==> src/rtl/mem_ctrl_pkg.sv <==
// Shared types and timing constants for the memory-controller command path.
package mem_ctrl_pkg;

   localparam int CAS_LATENCY        = 22;
   localparam int ACTIVATION_LATENCY = 8;
   localparam int PRECHARGE_LATENCY  = 5;
   localparam int BURST_LEN          = 8;
   localparam int BANK_GROUPS        = 2;
   localparam int BANKS_PER_GROUP    = 4;
   localparam int ROW_BITS           = 8;
   localparam int COL_BITS           = 4;
   localparam int PADDR_BITS         = 19;
   localparam int OFFSET_BITS        = 2;
   localparam int DATA_BITS          = 64;

   localparam int BG_BITS       = $clog2(BANK_GROUPS);
   localparam int BA_BITS       = $clog2(BANKS_PER_GROUP);
   localparam int BANK_IDX_BITS = BG_BITS + BA_BITS;
   localparam int NUM_BANKS     = BANK_GROUPS * BANKS_PER_GROUP;

   // Wide enough for the longest wait (CAS + burst - 1).
   localparam int CNT_BITS = 5;

   typedef enum logic [2:0] {
      CMD_READ      = 3'd0,
      CMD_WRITE     = 3'd1,
      CMD_ACTIVATE  = 3'd2,
      CMD_PRECHARGE = 3'd3,
      CMD_NOP       = 3'd7
   } cmd_e;

   typedef enum logic [2:0] {
      ST_IDLE,
      ST_ISSUE_PRE,
      ST_WAIT_PRE,
      ST_ISSUE_ACT,
      ST_WAIT_ACT,
      ST_ISSUE_RW,
      ST_WAIT_RW
   } sched_state_e;

   typedef struct packed {
      logic                                write;
      logic [PADDR_BITS-1:0]               addr;
      logic [BURST_LEN-1:0][DATA_BITS-1:0] data;
   } req_t;

   // Down-counter preload so the next command lands exactly lat cycles after the last.
   function automatic logic [CNT_BITS-1:0] wait_load(input int lat);
      return CNT_BITS'(lat - 1);
   endfunction

endpackage

==> src/rtl/address_parser.sv <==
// Splits a word address {row, bg, ba, col, offset} into its DRAM fields.
module address_parser
   import mem_ctrl_pkg::*;
(
   input  logic [PADDR_BITS-1:0] addr_i,
   output logic [BG_BITS-1:0]    bg_o,
   output logic [BA_BITS-1:0]    ba_o,
   output logic [ROW_BITS-1:0]   row_o,
   output logic [COL_BITS-1:0]   col_o
);

   localparam int COL_LSB = OFFSET_BITS;
   localparam int BA_LSB  = COL_LSB + COL_BITS;
   localparam int BG_LSB  = BA_LSB + BA_BITS;
   localparam int ROW_LSB = BG_LSB + BG_BITS;

   assign col_o = addr_i[COL_LSB +: COL_BITS];
   assign ba_o  = addr_i[BA_LSB +: BA_BITS];
   assign bg_o  = addr_i[BG_LSB +: BG_BITS];
   assign row_o = addr_i[ROW_LSB +: ROW_BITS];

   // Byte offset and bits above the row field carry no command information.
   logic unused_addr_bits;
   assign unused_addr_bits = ^{addr_i[PADDR_BITS-1:ROW_LSB+ROW_BITS], addr_i[OFFSET_BITS-1:0]};

endmodule

==> src/rtl/bank_cmd_scheduler.sv <==
// Per-request DRAM command sequencer with open-row tracking and hit/miss counters.
//
//  state     | meaning
//  IDLE      | ready for a request; decode hit/closed/conflict on accept
//  ISSUE_PRE | PRECHARGE visible this cycle, closes the bank's row
//  WAIT_PRE  | spacing after PRECHARGE
//  ISSUE_ACT | ACTIVATE visible this cycle, opens the requested row
//  WAIT_ACT  | spacing after ACTIVATE
//  ISSUE_RW  | READ or WRITE visible this cycle
//  WAIT_RW   | burst (plus CAS for reads) in flight
module bank_cmd_scheduler
   import mem_ctrl_pkg::*;
(
   input  logic                                clk_in,
   input  logic                                rst_in,
   input  logic                                req_valid_in,
   output logic                                req_ready_out,
   input  logic                                req_write_in,
   input  logic [PADDR_BITS-1:0]               req_addr_in,
   input  logic [BURST_LEN-1:0][DATA_BITS-1:0] req_data_in,
   output logic [BG_BITS-1:0]                  bank_group_out,
   output logic [BA_BITS-1:0]                  bank_out,
   output logic [ROW_BITS-1:0]                 row_out,
   output logic [COL_BITS-1:0]                 col_out,
   output logic [2:0]                          cmd_out,
   output logic                                valid_out,
   output logic [BURST_LEN-1:0][DATA_BITS-1:0] val_out,
   output logic [31:0]                         hit_count_out,
   output logic [31:0]                         miss_count_out
);

   sched_state_e state_q, state_d;
   logic [CNT_BITS-1:0] cnt_q, cnt_d;
   req_t req_q, req_d;
   logic accept;

   logic [BG_BITS-1:0]       bg;
   logic [BA_BITS-1:0]       ba;
   logic [ROW_BITS-1:0]      row;
   logic [COL_BITS-1:0]      col;
   logic [BANK_IDX_BITS-1:0] bank_idx;

   logic [NUM_BANKS-1:0] open_vld_q;
   logic [ROW_BITS-1:0]  open_row_q [NUM_BANKS];
   logic row_open, row_hit;

   cmd_e cmd_d, cmd_q;
   logic issue_d, valid_q;
   logic [BG_BITS-1:0]  bg_q;
   logic [BA_BITS-1:0]  ba_q;
   logic [ROW_BITS-1:0] row_q;
   logic [COL_BITS-1:0] col_q;
   logic [BURST_LEN-1:0][DATA_BITS-1:0] val_q;
   logic [31:0] hit_q, miss_q;

   assign accept = (state_q == ST_IDLE) && req_valid_in;
   // On the accept cycle the fields come straight from the inputs so the first command needs no extra cycle.
   assign req_d  = accept ? '{write: req_write_in, addr: req_addr_in, data: req_data_in} : req_q;

   address_parser u_address_parser (
      .addr_i (req_d.addr),
      .bg_o   (bg),
      .ba_o   (ba),
      .row_o  (row),
      .col_o  (col)
   );

   assign bank_idx = {bg, ba};
   assign row_open = open_vld_q[bank_idx];
   assign row_hit  = row_open && (open_row_q[bank_idx] == row);

   // Next state, wait preload and the command to present in the next cycle.
   always_comb begin
      state_d = state_q;
      cnt_d   = cnt_q;
      cmd_d   = CMD_NOP;
      issue_d = 1'b0;
      unique case (state_q)
         ST_IDLE: begin
            if (req_valid_in) begin
               if (row_hit)       state_d = ST_ISSUE_RW;
               else if (row_open) state_d = ST_ISSUE_PRE;
               else               state_d = ST_ISSUE_ACT;
            end
         end
         ST_ISSUE_PRE: begin
            state_d = ST_WAIT_PRE;
            cnt_d   = wait_load(PRECHARGE_LATENCY);
         end
         ST_WAIT_PRE: begin
            if (cnt_q == CNT_BITS'(1)) state_d = ST_ISSUE_ACT;
            else                       cnt_d   = cnt_q - CNT_BITS'(1);
         end
         ST_ISSUE_ACT: begin
            state_d = ST_WAIT_ACT;
            cnt_d   = wait_load(ACTIVATION_LATENCY);
         end
         ST_WAIT_ACT: begin
            if (cnt_q == CNT_BITS'(1)) state_d = ST_ISSUE_RW;
            else                       cnt_d   = cnt_q - CNT_BITS'(1);
         end
         ST_ISSUE_RW: begin
            state_d = ST_WAIT_RW;
            cnt_d   = req_q.write ? wait_load(BURST_LEN) : wait_load(CAS_LATENCY + BURST_LEN);
         end
         ST_WAIT_RW: begin
            if (cnt_q == CNT_BITS'(1)) state_d = ST_IDLE;
            else                       cnt_d   = cnt_q - CNT_BITS'(1);
         end
         default: state_d = ST_IDLE;
      endcase
      unique case (state_d)
         ST_ISSUE_PRE: begin cmd_d = CMD_PRECHARGE; issue_d = 1'b1; end
         ST_ISSUE_ACT: begin cmd_d = CMD_ACTIVATE;  issue_d = 1'b1; end
         ST_ISSUE_RW:  begin cmd_d = req_d.write ? CMD_WRITE : CMD_READ; issue_d = 1'b1; end
         default:      begin cmd_d = CMD_NOP;       issue_d = 1'b0; end
      endcase
   end

   // FSM state, wait counter and latched request.
   always_ff @(posedge clk_in or posedge rst_in) begin
      if (rst_in) begin
         state_q <= ST_IDLE;
         cnt_q   <= '0;
         req_q   <= '0;
      end else begin
         state_q <= state_d;
         cnt_q   <= cnt_d;
         req_q   <= req_d;
      end
   end

   // Open-row table follows the PRECHARGE/ACTIVATE being driven this cycle.
   always_ff @(posedge clk_in or posedge rst_in) begin
      if (rst_in) begin
         open_vld_q <= '0;
         for (int i = 0; i < NUM_BANKS; i++) open_row_q[i] <= '0;
      end else if (state_q == ST_ISSUE_PRE) begin
         open_vld_q[bank_idx] <= 1'b0;
      end else if (state_q == ST_ISSUE_ACT) begin
         open_vld_q[bank_idx] <= 1'b1;
         open_row_q[bank_idx] <= row;
      end
   end

   // Registered command outputs; address and write data hold between commands.
   always_ff @(posedge clk_in or posedge rst_in) begin
      if (rst_in) begin
         cmd_q   <= CMD_NOP;
         valid_q <= 1'b0;
         bg_q    <= '0;
         ba_q    <= '0;
         row_q   <= '0;
         col_q   <= '0;
         val_q   <= '0;
      end else begin
         cmd_q   <= cmd_d;
         valid_q <= issue_d;
         if (issue_d) begin
            bg_q  <= bg;
            ba_q  <= ba;
            row_q <= row;
            col_q <= col;
         end
         if (cmd_d == CMD_WRITE) val_q <= req_d.data;
      end
   end

   // Saturating row-hit / row-miss statistics, classified at accept.
   always_ff @(posedge clk_in or posedge rst_in) begin
      if (rst_in) begin
         hit_q  <= '0;
         miss_q <= '0;
      end else if (accept) begin
         if (row_hit) begin
            if (hit_q != 32'hFFFF_FFFF) hit_q <= hit_q + 32'd1;
         end else begin
            if (miss_q != 32'hFFFF_FFFF) miss_q <= miss_q + 32'd1;
         end
      end
   end

   assign req_ready_out  = (state_q == ST_IDLE);
   assign cmd_out        = cmd_q;
   assign valid_out      = valid_q;
   assign bank_group_out = bg_q;
   assign bank_out       = ba_q;
   assign row_out        = row_q;
   assign col_out        = col_q;
   assign val_out        = val_q;
   assign hit_count_out  = hit_q;
   assign miss_count_out = miss_q;

endmodule

==> config.mk <==
export PLATFORM = sky130hd
export DESIGN_NAME = bank_cmd_scheduler
export DESIGN_NICKNAME = d
export VERILOG_FILES = /design/src/rtl/mem_ctrl_pkg.sv /design/src/rtl/address_parser.sv /design/src/rtl/bank_cmd_scheduler.sv
export SDC_FILE = /design/constraint.sdc
export NUM_CORES = 2
export LEC_CHECK = 0
export CAP_MARGIN = 30
export CORE_AREA = 3 3 441 443
export DETAILED_ROUTE_END_ITERATION = 10
export DIE_AREA = 0 0 444 446
export GPL_TIMING_DRIVEN = 0
export MAX_ROUTING_LAYER = met4
export PLACE_DENSITY = 0.54
export SKIP_LAST_GASP = 1
export SYNTH_ARGS = -nofsm -noshare
export SYNTH_HDL_FRONTEND = slang
export SYNTH_HIERARCHICAL = 1
export SYNTH_SLANG_ARGS = --single-unit
==> constraint.sdc <==
create_clock -name clk_in -period 61.8 [get_ports clk_in]
set_clock_uncertainty 0.2 [all_clocks]
set_input_delay 12.36 -clock clk_in [delete_from_list [all_inputs] [get_ports clk_in]]
set_output_delay 12.36 -clock clk_in [all_outputs]
set_load 0.02 [all_outputs]
==> impl_results.md <==
- Net Sw Frac: 0.339
- Drt wl/cell: 22.3 microns
- Root cell of the clock tree: clkbuf_16
- CTS buffer count: 141
- PwrDens: 41.9 nW/um^2
- CP endpoint kind: flip-flop
- Max Cap Viol: 0
- Initial antenna violation count: 40
- Reg2Reg Depth: 22
- Syn Std Cell Area: 46800 sq um
- CP dominant cell by count: nand2_1
- Slew margin rel.: 0.315
- Post_cts resized: 0
- Sequential share of power: 0.399
- Core ar.: 190000 sq um
- Crit path max-delay cell type: clkbuf_2
- Die span in y: 446 microns
- Setup TNS Final: 0 ns
- Crit path required time: 62.25 ns
- Via density: 4.26
- Critical path type: in2reg
- Clock power share: 0.299
- Clock latency on the worst-skew pair: 0.79 ns
- Largest net degree at the start of global routing: 128
- Internal: 1.84 mW
- Drt first-iter violations: 1872
- Post-layout min period: 18.16 ns
- CP Max Fanout: 10
- Outcome: complete, no violations
- CP peak stage delay: 0.54 ns
- Number of instances in the placed design: 7632
- Reg clk slew, reported paths: 0.05 ns
- Origin of the critical flop-to-flop path: state_q[2]
- Die W: 444 microns
- GP Congestion: 0.898
- Static Leak: 32.3 nW
- Finished Layout Cells: 7905
- Row count: 160
- Hold_buf cts: 0
- Design area: 66300 sq um
- Die footprint: 198000 sq um
- Drt drc: 0
- First-pass GRT wire length: 251000 microns
- Crit share post-route: 0.294
- Crit Reg-Reg Endpoint: val_out[471]
- Antenna Nets Post-Route: 0
- Area Overhead vs Synth: 41.7%
- Flop-to-flop setup slack: 54.98 ns
- Crit start category: input port
- Setup slack after layout: 43.64 ns
- Number of buffers added for setup after CTS: 0
- Mean post-synth cell area: 11.8 sq um
- # port buffers: 1126
- Clock Path Buffers: 3
- Total vias in the final route: 33700
- Post-placement cell area: 61600 sq um
- # clock sinks: 1203
- Final WL: 176000 microns
- CP Capture Point: val_out[471]
- Router iterations before antenna repair: 5
- Worst EP arrival: 18.62 ns
- Post-synth net total: 4517
- Final Hold Viols: 0
- TritonCTS clock tree: done
- Part of the power in combinational logic: 0.302
- Total grt overflow: 0
- Hold WC Path Type: reg2reg
- Endpoints failing setup: 0
- Initial Utilization: 0.246
- Fmax: 55.1 MHz
- Dpl ws: 42.45 ns
- Layout cells sized above 1: 0.0827
- Vias in the first global route: 34400
- Ports: 1131
- Fill count: 19100
- Final layout net count: 5804
- Tightest Pin Transition: 1.01 ns
- RSZ-0062 raised after global routing: no
- Synth Instances: 3978
- Final max-slew violation count: 0
- Worst vdd ir: 26.7 uV
- Worst setup path startpoint: req_valid_in
- Hpwl dp: 136000 microns
- GRT Overall Usage: 0.179
- H-Tree Depth: 4
- Switching power: 0.941 mW
- Worst-path cell chain: clkdlybuf4s50_1 > nand2_1 > nor3_1 > clkbuf_2 > clkbuf_1 > clkbuf_1 > nand2_1 > nand2_1 > buf_4 > buf_2 > buf_2 > mux4_2 > mux2i_1 > xnor2_1 > a21oi_2 > nand4_1 > o31a_1 > nor2_8 > buf_6 > buf_6 > mux2_1
- Ys Warns: 6
-- power groups by stage --
stage | sequential [mW] | clock (mW) | combinational (mW)
floorplan | 1.19 | 0 | 0.416
global placement | 1.13 | 0 | 0.833
detailed placement | 1.12 | 0 | 0.853
CTS | 1.11 | 0.859 | 0.857
global route | 1.13 | 0.889 | 0.930
finish | 1.11 | 0.831 | 0.840
-- placed cells by master (no fill, tap or decap), types with 22 or more instances in the layout --
master / instances
and3_1: 22
clkbuf_1: 173
diode_2: 24
nand2_1: 1642
mux2_1: 480
nor2_1: 33
clkdlybuf4s50_1: 1126
nand3_1: 27
dfrtp_1: 1200
buf_8: 45
xor2_1: 34
clkbuf_16: 143
clkbuf_8: 30
xnor2_1: 36
mux2_2: 116
-- worst min-delay path by stage --
stage | from | endpoint | slack (ns) | cells after the start
finish | req_q[435] | req_q[435] | 0.26 | 2
global route | req_q[295] | req_q[295] | 0.28 | 2
CTS | req_q[435] | req_q[435] | 0.27 | 2
detailed placement | req_q[435] | req_q[435] | 0.25 | 2
global placement | req_q[357] | req_q[357] | 0.25 | 2
floorplan | req_q[0] | req_q[0] | 0.24 | 2
-- through the flow --
| step | util | hold slack [ns] | total power, mW |
|---|---|---|---|
| after detailed placement | 0.323 | 0.254 | 1.97 |
| after floorplan | - | 0.236 | 1.60 |
| after global routing | 0.348 | 0.276 | 2.95 |
| after CTS | 0.348 | 0.267 | 2.82 |
| final | 0.348 | 0.263 | 2.78 |
| after global placement | 0.321 | 0.249 | 1.96 |
-- layout make-up --
class	count	area (sq um)	area share
Clock inverter	34	497	0.00749
Tap cell	2511	3140	0.0474
Multi-Input combinational cell	2540	15100	0.228
Antenna cell	24	60.1	0.000906
Timing Repair Buffer	1144	11700	0.176
Sequential cell	1203	30100	0.454
Inverter	13	56.3	0.000849
Clock buffer	214	4150	0.0625
Buffer	222	1510	0.0228
-- metal layers --
metal,global-route usage,part of all wire,vias to the layer above
li1,-,-,15500
met1,0.203,0.40,17000
met2,0.301,0.50,958
met3,0.0526,0.066,246
met4,0.0643,0.032,0
met5,-,0,-
-- worst max-delay path: cells and delay by family --
family	cells	cell delay (ns)
buffers and inverters	9	3.11
and+or+nand+nor	6	1.41
muxes	3	0.85
AOI/OAI and AO/OA	2	0.69
xor gates and xnor gates	1	0.10
-- sequential cells by signal, summed over array words and instances, names as in the netlist, named ones only --
signal	cells
hit_count_out	32
state_q	3
val_out	512
col_out	4
miss_count_out	32
open_row_q	64
bank_group_out	1
bank_out	2
row_out	8
cnt_q	5
req_q	528
cmd_out	3
valid_out	1
Note: power is estimated with default switching activity, not from simulation.
